### src/rtl/hs_data_responder_pkg.sv
// Shared definitions for the bundled-data handshake responder and other
// single-clock CDC endpoints built from the same pieces.
package hs_data_responder_pkg;

  // Handshake FSM states: IDLE waits for a request, WAIT_LO holds ack high
  // until the initiator withdraws its request.
  typedef enum logic {
    IDLE    = 1'b0,
    WAIT_LO = 1'b1
  } state_e;

  // Default depth of a level synchronizer chain (legal range 2..4).
  localparam int unsigned DEFAULT_SYNC_STAGES = 2;
  localparam int unsigned MIN_SYNC_STAGES     = 2;
  localparam int unsigned MAX_SYNC_STAGES     = 4;

  // Rising-edge detect between the current and previous sample of a level.
  function automatic logic is_rise(input logic cur, input logic prev);
    return cur & ~prev;
  endfunction

endpackage

### src/rtl/hs_data_responder_level_sync.sv
// Parameterized N-flop single-bit level synchronizer with a synchronous
// active-high reset. o_Q is the synchronized level; o_QNext is the value
// o_Q will take on the next edge (the penultimate stage), which lets a
// consumer tell a one-cycle dip on o_Q apart from a settled level.
module level_sync #(
  parameter int unsigned N = 2
) (
  input  logic i_Clk,
  input  logic i_Reset,
  input  logic i_D,
  output logic o_Q,
  output logic o_QNext
);

  logic [N-1:0] r_chain;

  // Shift the asynchronous level through the synchronizer flops.
  always_ff @(posedge i_Clk) begin
    if (i_Reset) begin
      r_chain <= '0;
    end else begin
      r_chain <= {r_chain[N-2:0], i_D};
    end
  end

  assign o_Q     = r_chain[N-1];
  assign o_QNext = r_chain[N-2];

endmodule

### src/rtl/hs_data_responder.sv
// Receiving end of a 4-phase req/ack bundled-data handshake. The request is
// synchronized into i_Clk, the word is captured into a one-deep output slot
// and acknowledged; ack is withheld while the slot is still occupied.
module hs_data_responder
  import hs_data_responder_pkg::*;
#(
  parameter int unsigned DATA_W      = 8,
  parameter int unsigned SYNC_STAGES = DEFAULT_SYNC_STAGES,
  parameter int unsigned CNT_W       = 16
) (
  input  logic              i_Clk,
  input  logic              i_Reset,
  input  logic              i_aReq,
  input  logic [DATA_W-1:0] i_aData,
  output logic              o_Ack,
  output logic [DATA_W-1:0] o_Data,
  input  logic              i_Ready,
  output logic              o_Valid,
  output logic              o_Busy,
  output logic [CNT_W-1:0]  o_XferCnt,
  output logic              o_ProtoErr
);

  state_e             r_state;
  logic               r_ack;
  logic               r_valid;
  logic [DATA_W-1:0]  r_data;
  logic [CNT_W-1:0]   r_cnt;
  logic               r_err;
  logic               r_req_d;
  logic               r_busy;

  logic               w_req_s;
  logic               w_req_next;
  logic               w_slot_free;
  logic               w_capture;
  logic               w_release;
  logic               w_rise;
  state_e             w_state_nxt;

  // Only the request crosses domains; the data is qualified by it.
  level_sync #(
    .N (SYNC_STAGES)
  ) u_req_sync (
    .i_Clk   (i_Clk),
    .i_Reset (i_Reset),
    .i_D     (i_aReq),
    .o_Q     (w_req_s),
    .o_QNext (w_req_next)
  );

  assign w_slot_free = ~r_valid | i_Ready;

  // Decide capture, release and protocol-error events for this cycle.
  // Release needs the request low at both the output and the penultimate
  // synchronizer stage, so a request that drops for a single cycle and
  // comes straight back is seen as a rising edge while still in WAIT_LO
  // (flagged as an error) rather than as a fresh handshake that would
  // capture the same word twice. A settled low still releases on the same
  // edge as a plain level check would.
  always_comb begin
    w_capture   = 1'b0;
    w_release   = 1'b0;
    w_rise      = 1'b0;
    w_state_nxt = r_state;
    case (r_state)
      IDLE: begin
        if (w_req_s & w_slot_free) begin
          w_capture   = 1'b1;
          w_state_nxt = WAIT_LO;
        end else begin
          w_state_nxt = IDLE;
        end
      end
      WAIT_LO: begin
        w_rise = is_rise(w_req_s, r_req_d);
        if (~w_req_s & ~w_req_next) begin
          w_release   = 1'b1;
          w_state_nxt = IDLE;
        end else begin
          w_state_nxt = WAIT_LO;
        end
      end
      default: begin
        w_state_nxt = IDLE;
      end
    endcase
  end

  // Handshake FSM with output slot, transfer counter and sticky error flag.
  always_ff @(posedge i_Clk) begin
    if (i_Reset) begin
      r_state <= IDLE;
      r_ack   <= 1'b0;
      r_valid <= 1'b0;
      r_data  <= '0;
      r_cnt   <= '0;
      r_err   <= 1'b0;
      r_req_d <= 1'b0;
      r_busy  <= 1'b0;
    end else begin
      r_state <= w_state_nxt;
      r_req_d <= w_req_s;
      // Busy mirrors (state != IDLE) | req_s as they will stand after this edge.
      r_busy  <= (w_state_nxt == WAIT_LO) | w_req_next;

      if (w_capture) begin
        r_data  <= i_aData;
        r_valid <= 1'b1;
        r_ack   <= 1'b1;
        r_cnt   <= r_cnt + CNT_W'(1);
      end else if (r_valid & i_Ready) begin
        r_valid <= 1'b0;
      end else begin
        r_valid <= r_valid;
      end

      if (w_release) begin
        r_ack <= 1'b0;
      end else begin
        r_ack <= r_ack | w_capture;
      end

      if (w_rise) begin
        r_err <= 1'b1;
      end else begin
        r_err <= r_err;
      end
    end
  end

  assign o_Ack      = r_ack;
  assign o_Data     = r_data;
  assign o_Valid    = r_valid;
  assign o_Busy     = r_busy;
  assign o_XferCnt  = r_cnt;
  assign o_ProtoErr = r_err;

endmodule
### config.mk
export PLATFORM = sky130hd
export DESIGN_NAME = hs_data_responder
export DESIGN_NICKNAME = d
export VERILOG_FILES = /design/src/rtl/hs_data_responder_pkg.sv /design/src/rtl/hs_data_responder_level_sync.sv /design/src/rtl/hs_data_responder.sv
export SDC_FILE = /design/constraint.sdc
export NUM_CORES = 1
export LEC_CHECK = 0
export BUFFER_PORTS_ARGS = -buffer_cell sky130_fd_sc_hd__buf_4
export CAP_MARGIN = 20
export CORE_UTILIZATION = 35
export DETAILED_ROUTE_END_ITERATION = 7
export PLACE_DENSITY = 0.7
export SYNTH_ARGS = -nofsm -noshare
export SYNTH_HDL_FRONTEND = slang
export SYNTH_SLANG_ARGS = --single-unit
### constraint.sdc
create_clock -name i_Clk -period 2.1 [get_ports i_Clk]
set_input_delay 0.525 -clock i_Clk [delete_from_list [all_inputs] [get_ports i_Clk]]
set_output_delay 0.525 -clock i_Clk [all_outputs]
set_load 0.03 [all_outputs]
==> results of run 1 <==
[per-stage QoR]
stage / worst slack (ps) / power [W]
floorplan: 90.53 / 0.0006897
global placement: 48.52 / 0.0007264
detailed placement: -32.13 / 0.0007278
CTS: 114.9 / 0.001094
global route: 38.47 / 0.001136
finish: 121.7 / 0.001079
[cells by family after synthesis]
kind of cell	Yosys count	synth area share
compound gates	33	0.1392
simple gates	67	0.2705
buf+inv	9	0.03356
xor+xnor	6	0.04146
fa+ha+maj	1	0.009870
flops	32	0.5054
[state kept, by name (all words and copies together), names as in the netlist]
name and count:
o_Ack 1, r_req_d 1, o_Data 8, o_XferCnt 16, r_state 1, o_Valid 1, o_Busy 1, o_ProtoErr 1
u_req_sync.r_chain 2
[worst register-to-register path: stages, from the launching register on]
cell	delay (ps)
dfxtp_1	360
nand2b_1	190
or4_1	660
or4_1	540
a21oi_1	160
[power by group]
| group | switching, W | leakage [nW] | internal (W) |
|---|---|---|---|
| combinational | 0.0000486 | 0.354 | 0.0000365 |
| clock | 0.000207 | 0.0380 | 0.000159 |
| sequential | 0.00000868 | 0.259 | 0.000619 |
[worst paths after layout]
kind | startpoint | end | slack [ps] | cells after the start
worst max-delay path | r_state | o_XferCnt[15] | 120 | 4
worst min-delay path | i_aReq | u_req_sync.r_chain[0] | 400 | 2
worst max register to register | r_state | o_XferCnt[15] | 120 | 4
worst min register to register | o_Data[3] | o_Data[3] | 460 | 2
[metal layers]
layer	track usage	part of all wire	up-vias
li1	-	-	613
met3	0.06250	0.069	6
met2	0.2527	0.47	38
met5	0	0	-
met1	0.1577	0.44	562
met4	0.06977	0.018	0
[synthesized netlist by cell type, drive strengths merged]
cell type  number
nand3           6
nor2            8
nand2b          2
o31ai           4
and2b           1
or3             6
and4            2
nand4           4
xor2            1
dfxtp          32
ha              1
buf             2
or2             1
or4             5
clkbuf          4
a21oi          21
inv             3
xnor2           5
nand2          25
nor3            1
nor4b           1
a31oi           1
nor4            1
nor2b           4
o21ai           7
[final cells by class]
| cell class | count | share of cell area |
|---|---|---|
| Clock buffer | 6 | 0.03044 |
| Tap cell | 46 | 0.03415 |
| Inverter | 3 | 0.006682 |
| Clock inverter | 2 | 0.005939 |
| Timing Repair Buffer | 44 | 0.1960 |
| Multi-Input combinational cell | 107 | 0.3467 |
| Sequential cell | 32 | 0.3801 |
==> summary.md, run 1 <==
| Metric | Value |
|---|---|
| Die Y | `62.18 µm` |
| Crit-path cells | `nand2b_1 > or4_1 > or4_1 > a21oi_1` |
| Post-CTS setup buffers | `0` |
| Die Wd | `62.18 µm` |
| Share of the synthesized area in the top cell type | `0.5054` |
| Critical Path Fanout Max | `10` |
| Top delay family on crit path | `simple AND/OR/NAND/NOR gates` |
| GRT overflow | `0` |
| Area of placed instances | `1624 µm²` |
| Synth area leaders | `dfxtp_1, a21oi_1, nand2_1` |
| Antenna cells | `0` |
| Clk buf depth | `2` |
| CTS Sinks | `32` |
| Rows | `21` |
| Commonest non-fill, non-tap cell in the layout | `buf_4` |
| Clock transition at path regs | `90 ps` |
| Slew Limit Fails | `0` |
| Pleak | `0.6514 nW` |
| Initial core utilization | `0.3739` |
| Synth Cell Area | `1267 µm²` |
| WL final | `2.707 mm` |
| GP Congestion | `0.7035` |
| Fillcell total | `342` |
| FF+latch area | `640.6 µm²` |
| Largest net degree at the start of global routing | `32` |
| Residual DRC | `0` |
| Skew-Pair Late Insertion Delay | `330 ps` |
| Multi-input logic area | `584.3 µm²` |
| Area growth syn-to-layout | `32.97%` |
| Final net count | `206` |
| Cells after Synth | `148` |
| Detail Placement HPWL | `1.938 mm` |
| Seq cells post-synth | `32` |
| Post-layout util | `0.4972` |
| Hold Violations, Final | `0` |
| Final setup vio count | `0` |
| Crit path largest cell delay | `660 ps` |
| Vias in the first global route | `1060` |
| Crit path capture type | `register` |
| Sequential element share of the synthesized area | `0.5054` |
| Slew Limit Headroom | `0.5514` |
| Worst-margin pin slew | `670.5 ps` |
| Die area | `3866 µm²` |
| Initial drt markers | `57` |
| Core area | `3390 µm²` |
| Layout cells sized above 1 | `0.2732` |
| CP required | `2360 ps` |
| Cts-stage hold buffer count | `0` |
| Fin cells | `240` |
| Total GRT Usage | `0.1483` |
| Status | `complete, no violations` |
| Port buffer count | `39` |
| Clock H-tree levels | `2` |
| Commonest non-fill, non-tap cells in the layout | `buf_4, dfxtp_1, nand2_1` |
| CTS resizes | `0` |
| WHS | `404.3 ps` |
| Fmax achieved | `505.5 MHz` |
| Most numerous cell on the critical path | `or4_1` |
| Synth warn | `0` |
| Sum Neg Setup Slack | `0 ps` |
| Post-layout instance area | `1685 µm²` |
| Vias/cell | `5.079` |
| CTS tree | `built` |
| Post-synth top area cell | `dfxtp_1` |
| Max-cap check violation count | `0` |
| CTS buffer count | `5` |
| Buffers plus inverters on the worst setup path | `0` |
| Crit Path Class | `register to register` |
| Net Count, Synth | `161` |
| HP Class | `input port to register` |
| First-pass GRT wire length | `4.519 mm` |
| Post-DRT Antenna Nets | `0` |
| DRT Pass-1 Iters | `4` |
| Min Tclk post-route | `1978 ps` |
| Routed wire per std cell | `11.28 µm` |
| Antenna violations before repair | `0` |
| PD cells | `640.2 nW/µm²` |
| Clock Skew | `4.228 ps` |
| Netlist cell types | `26` |
| Unrepaired setup endpoints after global routing | `no` |
| Slowest CP cell | `or4_1` |
| CTS root buffer | `clkbuf_4` |
| Crit path DAT | `2240 ps` |
| Maximum vdd drop | `0.0004852 V` |
| CP startpoint kind | `register` |
| Placed cell count | `232` |
| Routed vias | `1219` |
| Crit share post-route | `0.9421` |
| Mapped Avg Cell Area | `8.564 µm²` |
| Ports | `40` |
No activity file was read; power rests on OpenSTA's default activity.
==> inputs of run 2 (changes only) <==
Settings changed: REMOVE_ABC_BUFFERS set to 1.
==> run 2 against run 1 <==
Compared with the run above:
- flip-flop and latch count stayed put
- critical path depth stayed put
- global-route usage is 1.0 points higher
- highest routed layer unchanged
==> summary.md, run 2 (same netlist as run 1, synthesis figures left out) <==
| Metric | Value |
|---|---|
| Post-DRT Antenna Nets | `0 (unchanged)` |
| Die area | `3866 µm² (unchanged)` |
| Crit-path cells | `nand3_1 > or4_1 > or4_1 > a21oi_1` |
| CTS tree | `built` |
| Switch share | `0.2459 (+0.001115)` |
| CP required | `2360 ps (about the same)` |
| CTS buffer count | `5 (unchanged)` |
| Status | `complete, no violations` |
| Layer with the highest usage | `met2` |
| Worst setup path startpoint | `o_XferCnt[2]` |
| GRT met2 Usage | `0.2665 (+0.01374)` |
| R2r setup slk | `140 ps (about the same)` |
| Clock H-tree levels | `2 (unchanged)` |
| WL final | `2.829 mm (+4.5%)` |
| Final net count | `205 (-0.49%)` |
| Most numerous cell on the critical path | `or4_1` |
| Clk buf depth | `2 (unchanged)` |
| Crit path DAT | `2220 ps (-20 ps)` |
| Fin worst setup slack | `136.1 ps (+14.39 ps)` |
| Core area | `3390 µm² (unchanged)` |
| M3 GR Usage | `0.06434 (+0.001838)` |
| Critical R2R Capture | `o_XferCnt[15]` |
| DRT Pass-1 Iters | `4 (unchanged)` |
| Pleak | `0.6346 nW (-2.6%)` |
| GRT overflow | `0 (unchanged)` |
| Placed cell count | `231 (-0.43%)` |
| Sum Neg Setup Slack | `0 ps (unchanged)` |
| Commonest non-fill, non-tap cells in the layout | `buf_4, dfxtp_1, nand2_1` |
| GP Congestion | `0.8180 (+16%)` |
| CTS Sinks | `32 (unchanged)` |
| Routed wire per std cell | `11.89 µm (+5.4%)` |
| Largest net degree at the start of global routing | `32 (unchanged)` |
| Unrepaired setup endpoints after global routing | `no` |
| PD cells | `621.5 nW/µm² (-2.9%)` |
| Clk pwr share | `0.309 (-0.030)` |
| Initial core utilization | `0.3739 (unchanged)` |
| Max reg flops | `16 (unchanged)` |
| Slew Limit Fails | `0 (unchanged)` |
| Met1 usage | `0.1756 (+0.01788)` |
| R2R Path Start | `o_XferCnt[2]` |
| Worst r2r path cells | `4 (unchanged)` |
| Area growth syn-to-layout | `31.19%` |
| Die Y | `62.18 µm (unchanged)` |
| Post-CTS setup buffers | `0 (unchanged)` |
| Comb pwr share | `0.083 (+0.004)` |
| Rows | `21 (unchanged)` |
| Port buffer count | `39 (unchanged)` |
| Vias/cell | `5.097 (+0.34%)` |
| Slowest CP cell | `or4_1` |
| Hold Violations, Final | `0 (unchanged)` |
| Clock Skew | `7.182 ps (+2.953 ps)` |
| Sequential power share | `0.608 (+0.026)` |
| Total GRT Usage | `0.1587 (+0.01041)` |
| Maximum vdd drop | `0.0004076 V (-16%)` |
| WHS | `402.3 ps (-2.021 ps)` |
| Antenna cells | `0 (unchanged)` |
| Internal power | `0.0007793 W (-4.4%)` |
| Min Tclk post-route | `1964 ps (-14.39 ps)` |
| Skew-Pair Late Insertion Delay | `330 ps (about the same)` |
| Worst-margin pin slew | `370.4 ps (-300.0 ps)` |
| Crit share post-route | `0.9352 (-0.006852)` |
| Final Power | `0.001033 W (-4.2%)` |
| Setup WS pre-CTS | `16.34 ps (+48.47 ps)` |
| CTS resizes | `0 (unchanged)` |
| Fin cells | `238 (-0.83%)` |
| Final setup vio count | `0 (unchanged)` |
| Crit path largest cell delay | `590 ps (-70 ps)` |
| Clock transition at path regs | `90 ps (about the same)` |
| HP Class | `input port to register` |
| Die Wd | `62.18 µm (unchanged)` |
| Residual DRC | `0 (unchanged)` |
| Commonest non-fill, non-tap cell in the layout | `buf_4` |
| Max-cap check violation count | `0 (unchanged)` |
| Initial drt markers | `60 (+5.3%)` |
| Layout cells sized above 1 | `0.2604 (-0.01278)` |
| Crit path capture type | `register` |
| Crit Path Class | `register to register` |
| Slew Limit Headroom | `0.7508 (+0.1994)` |
| Routed vias | `1213 (-0.49%)` |
| Crit path to | `o_XferCnt[15]` |
| CP startpoint kind | `register` |
| Cts-stage hold buffer count | `0 (unchanged)` |
| Detail Placement HPWL | `2.069 mm (+6.8%)` |
| Vias in the first global route | `1143 (+7.8%)` |
| Ports | `40 (unchanged)` |
| First-pass GRT wire length | `4.802 mm (+6.3%)` |
| Fmax achieved | `509.2 MHz (+0.73%)` |
| CTS root buffer | `clkbuf_4` |
| Critical Path Fanout Max | `7 (-3)` |
| Psw | `0.0002541 W (-3.8%)` |
| Antenna violations before repair | `0 (unchanged)` |
[run 2: through the flow]
step | instance area [µm²] | util
floorplan | 1236 | -
global placement | 1617 | 0.4769
detailed placement | 1617 | 0.4769
CTS | 1663 | 0.4906
global route | 1663 | 0.4906
finish | 1663 | 0.4906
[run 2: power by group through the flow]
stage / sequential (W) / clock, W / combinational (W)
after floorplan: 0.000660 / 0 / 0.0000209
after detailed placement: 0.000642 / 0 / 0.0000866
after CTS: 0.000628 / 0.000332 / 0.0000871
after global placement: 0.000642 / 0 / 0.0000851
after global routing: 0.000630 / 0.000365 / 0.0000936
final: 0.000628 / 0.000319 / 0.0000863
[run 2: worst min path at each step]
stage,from,endpoint,slack (ps),cells past startpoint
after floorplan,u_req_sync.r_chain[0],r_state,460,2
after global placement,o_Data[7],o_Data[7],440,2
after detailed placement,o_Data[1],o_Data[1],450,2
after CTS,i_aReq,u_req_sync.r_chain[0],390,2
after global routing,i_aReq,u_req_sync.r_chain[0],390,2
final,i_aReq,u_req_sync.r_chain[0],400,2
[run 2: area by class of cell]
type	instances	area [µm²]
Clock buffer	6	41.29
Clock inverter	1	5.005
Fill cell	322	1727
Inverter	3	11.26
Multi-Input combinational cell	107	584.3
Sequential cell	32	640.6
Tap cell	46	57.56
Timing Repair Buffer	43	322.8
[run 2: per-layer routing]
layer / part of all wire / up-vias
li1: - / 607
met1: 0.44 / 551
met2: 0.47 / 48
met3: 0.073 / 7
met4: 0.018 / 0
met5: 0 / -
[run 2: critical path: cells and delay by family (launching register included)]
| kind | cells | cell delay [ps] |
|---|---|---|
| compound gates | 1 | 140 |
| flops | 1 | 470 |
| simple gates | 3 | 1270 |
==> inputs of run 3 (changes only) <==
Settings changed: CORE_UTILIZATION 35 to 40, PLACE_DENSITY 0.7 to 0.77.
==> run 3 against run 2 <==
Compared with the run above:
- wire length grew 1.3%
- critical path depth grew 1
- die area shrank 12%
- register-to-register slack gained 40 ps
- sequential share of layout area shrank 0.17 points
- clock skew grew 4.7 ps
- sequential power is essentially flat
- first-iteration DRC count shrank 17%
- largest cell class unchanged
- largest power group unchanged
- highest routed layer unchanged
==> summary.md, run 3 (same netlist as run 1, synthesis figures left out) <==
| Metric | Value |
|---|---|
| Status | `complete, no violations` |
| Fmax achieved | `519.5 MHz (+2.0%)` |
| Final net count | `205 (unchanged)` |
| DRT Pass-1 Iters | `4 (unchanged)` |
| Initial core utilization | `0.4186 (+0.04466)` |
| GP Congestion | `0.7101 (-13%)` |
| Area growth syn-to-layout | `31.79%` |
| Die Y | `58.29 µm (-6.2%)` |
| Max reg flops | `16 (unchanged)` |
| Min Tclk post-route | `1925 ps (-38.92 ps)` |
| Crit share post-route | `0.9167 (-0.01853)` |
| Clk buf depth | `2 (unchanged)` |
| Routed vias | `1211 (-0.16%)` |
| Total GRT Usage | `0.1859 (+0.02722)` |
| Post-layout util | `0.5517 (+0.06107)` |
| GRT overflow | `0 (unchanged)` |
| Initial drt markers | `50 (-17%)` |
| Maximum vdd drop | `0.0004102 V (+0.64%)` |
| Ports | `40 (unchanged)` |
| Slew Limit Fails | `0 (unchanged)` |
| First-pass GRT wire length | `4.726 mm (-1.6%)` |
| Max-cap check violation count | `0 (unchanged)` |
| Clock Skew | `11.89 ps (+4.704 ps)` |
| Antenna cells | `0 (unchanged)` |
| CTS tree | `built` |
| Multi-input logic area | `584.3 µm² (unchanged)` |
| Cts-stage hold buffer count | `0 (unchanged)` |
| CTS resizes | `0 (unchanged)` |
| Largest net degree at the start of global routing | `32 (unchanged)` |
| Die area | `3398 µm² (-12%)` |
| Vias/cell | `5.110 (+0.26%)` |
| Skew-Pair Late Insertion Delay | `340 ps (about the same)` |
| CP required | `2370 ps (about the same)` |
| Crit path capture type | `register` |
| CTS root buffer | `clkbuf_4` |
| Port buffer count | `39 (unchanged)` |
| Commonest non-fill, non-tap cells in the layout | `buf_4, dfxtp_1, nand2_1` |
| Final Power | `0.001063 W (+2.9%)` |
| CTS buffer count | `5 (unchanged)` |
| Sum Neg Setup Slack | `0 ps (unchanged)` |
| Buffers plus inverters on the worst setup path | `0 (unchanged)` |
| Critical Path Fanout Max | `8 (+1)` |
| Layout cells sized above 1 | `0.2694 (+0.009013)` |
| Top delay family on crit path | `simple AND/OR/NAND/NOR gates` |
| Slowest CP cell | `or4_1` |
| Hold Violations, Final | `0 (unchanged)` |
| Post-DRT Antenna Nets | `0 (unchanged)` |
| WHS | `401.4 ps (-0.8340 ps)` |
| Core area | `3028 µm² (-11%)` |
| Rows | `20 (-4.8%)` |
| Worst r2r path cells | `5 (+1)` |
| Unrepaired setup endpoints after global routing | `no` |
| Crit Path Class | `register to register` |
| Antenna violations before repair | `0 (unchanged)` |
| Crit path largest cell delay | `530 ps (-60 ps)` |
| FF+latch area | `640.6 µm² (unchanged)` |
| Post-CTS setup buffers | `0 (unchanged)` |
| Die Wd | `58.29 µm (-6.2%)` |
| Vias in the first global route | `1092 (-4.5%)` |
| CP startpoint kind | `register` |
| Clock transition at path regs | `110 ps (+20 ps)` |
| Detail Placement HPWL | `2.106 mm (+1.8%)` |
| Fillcell total | `284 (-12%)` |
| R2r setup slk | `170 ps (+40 ps)` |
| Crit path DAT | `2190 ps (-30 ps)` |
| Commonest non-fill, non-tap cell in the layout | `buf_4` |
| Slew Limit Headroom | `0.7715 (+0.02070)` |
| CTS Sinks | `32 (unchanged)` |
| Final setup vio count | `0 (unchanged)` |
| WL final | `2.866 mm (+1.3%)` |
| Crit-path cells | `ha_1 > nand2_1 > or4_1 > or4_1 > a21oi_1` |
| PD cells | `636.5 nW/µm² (+2.4%)` |
| HP Class | `input port to register` |
| CP Depth | `5 (+1)` |
| Most numerous cell on the critical path | `or4_1` |
| Worst hold stages | `2 (unchanged)` |
| Pleak | `0.6414 nW (+1.1%)` |
| Clock H-tree levels | `2 (unchanged)` |
| Worst-margin pin slew | `338.0 ps (-32.39 ps)` |
| Residual DRC | `0 (unchanged)` |
| Routed wire per std cell | `12.09 µm (+1.7%)` |
==> run 3: cell types whose count changed in the layout (fill, tap and decap cells not counted), sizes merged <==
cell	change
clkinv	+2
clkbuf	-1
==> run 3: metrics by stage <==
stage | area, µm² | cells | setup WS (ps)
floorplan | 1236 | 142 | 94.10
global placement | 1614 | 229 | 173.0
detailed placement | 1614 | 229 | 101.5
CTS | 1670 | 237 | 165.5
global route | 1670 | 237 | 64.39
finish | 1670 | 237 | 175.0
==> run 3: layout make-up <==
class,instances,share of cell area
inverter,3,0.006742
sequential,32,0.3835
clock inverter,3,0.01124
timing repair buffer,43,0.1933
clock buffer,5,0.02247
multi-input combinational,107,0.3498
tap,44,0.03296
==> run 3: final timing paths <==
kind                                   start                    end
worst max register to register  o_XferCnt[0]          o_XferCnt[14]
worst min-delay path                  i_aReq  u_req_sync.r_chain[0]
worst max-delay path            o_XferCnt[0]          o_XferCnt[14]
worst min register to register     o_Data[2]              o_Data[2]
==> run 3: power breakdown <==
group          switching (W)   total, W  internal (W)
registers         0.00000915   0.000629      0.000619
clock network       0.000220   0.000348      0.000128
logic              0.0000491  0.0000867     0.0000375
==> run 3: metal layers <==
metal,share of wire,global-route usage
met1,0.43,0.2083
met2,0.49,0.3120
met3,0.070,0.07473
met4,0.015,0.08163
met5,0,0
==> run 3: worst register-to-register path, stage by stage, from the launching register on <==
cell and delay, ps:
dfxtp_1 430, ha_1 240, nand2_1 60, or4_1 530, or4_1 430, a21oi_1 160
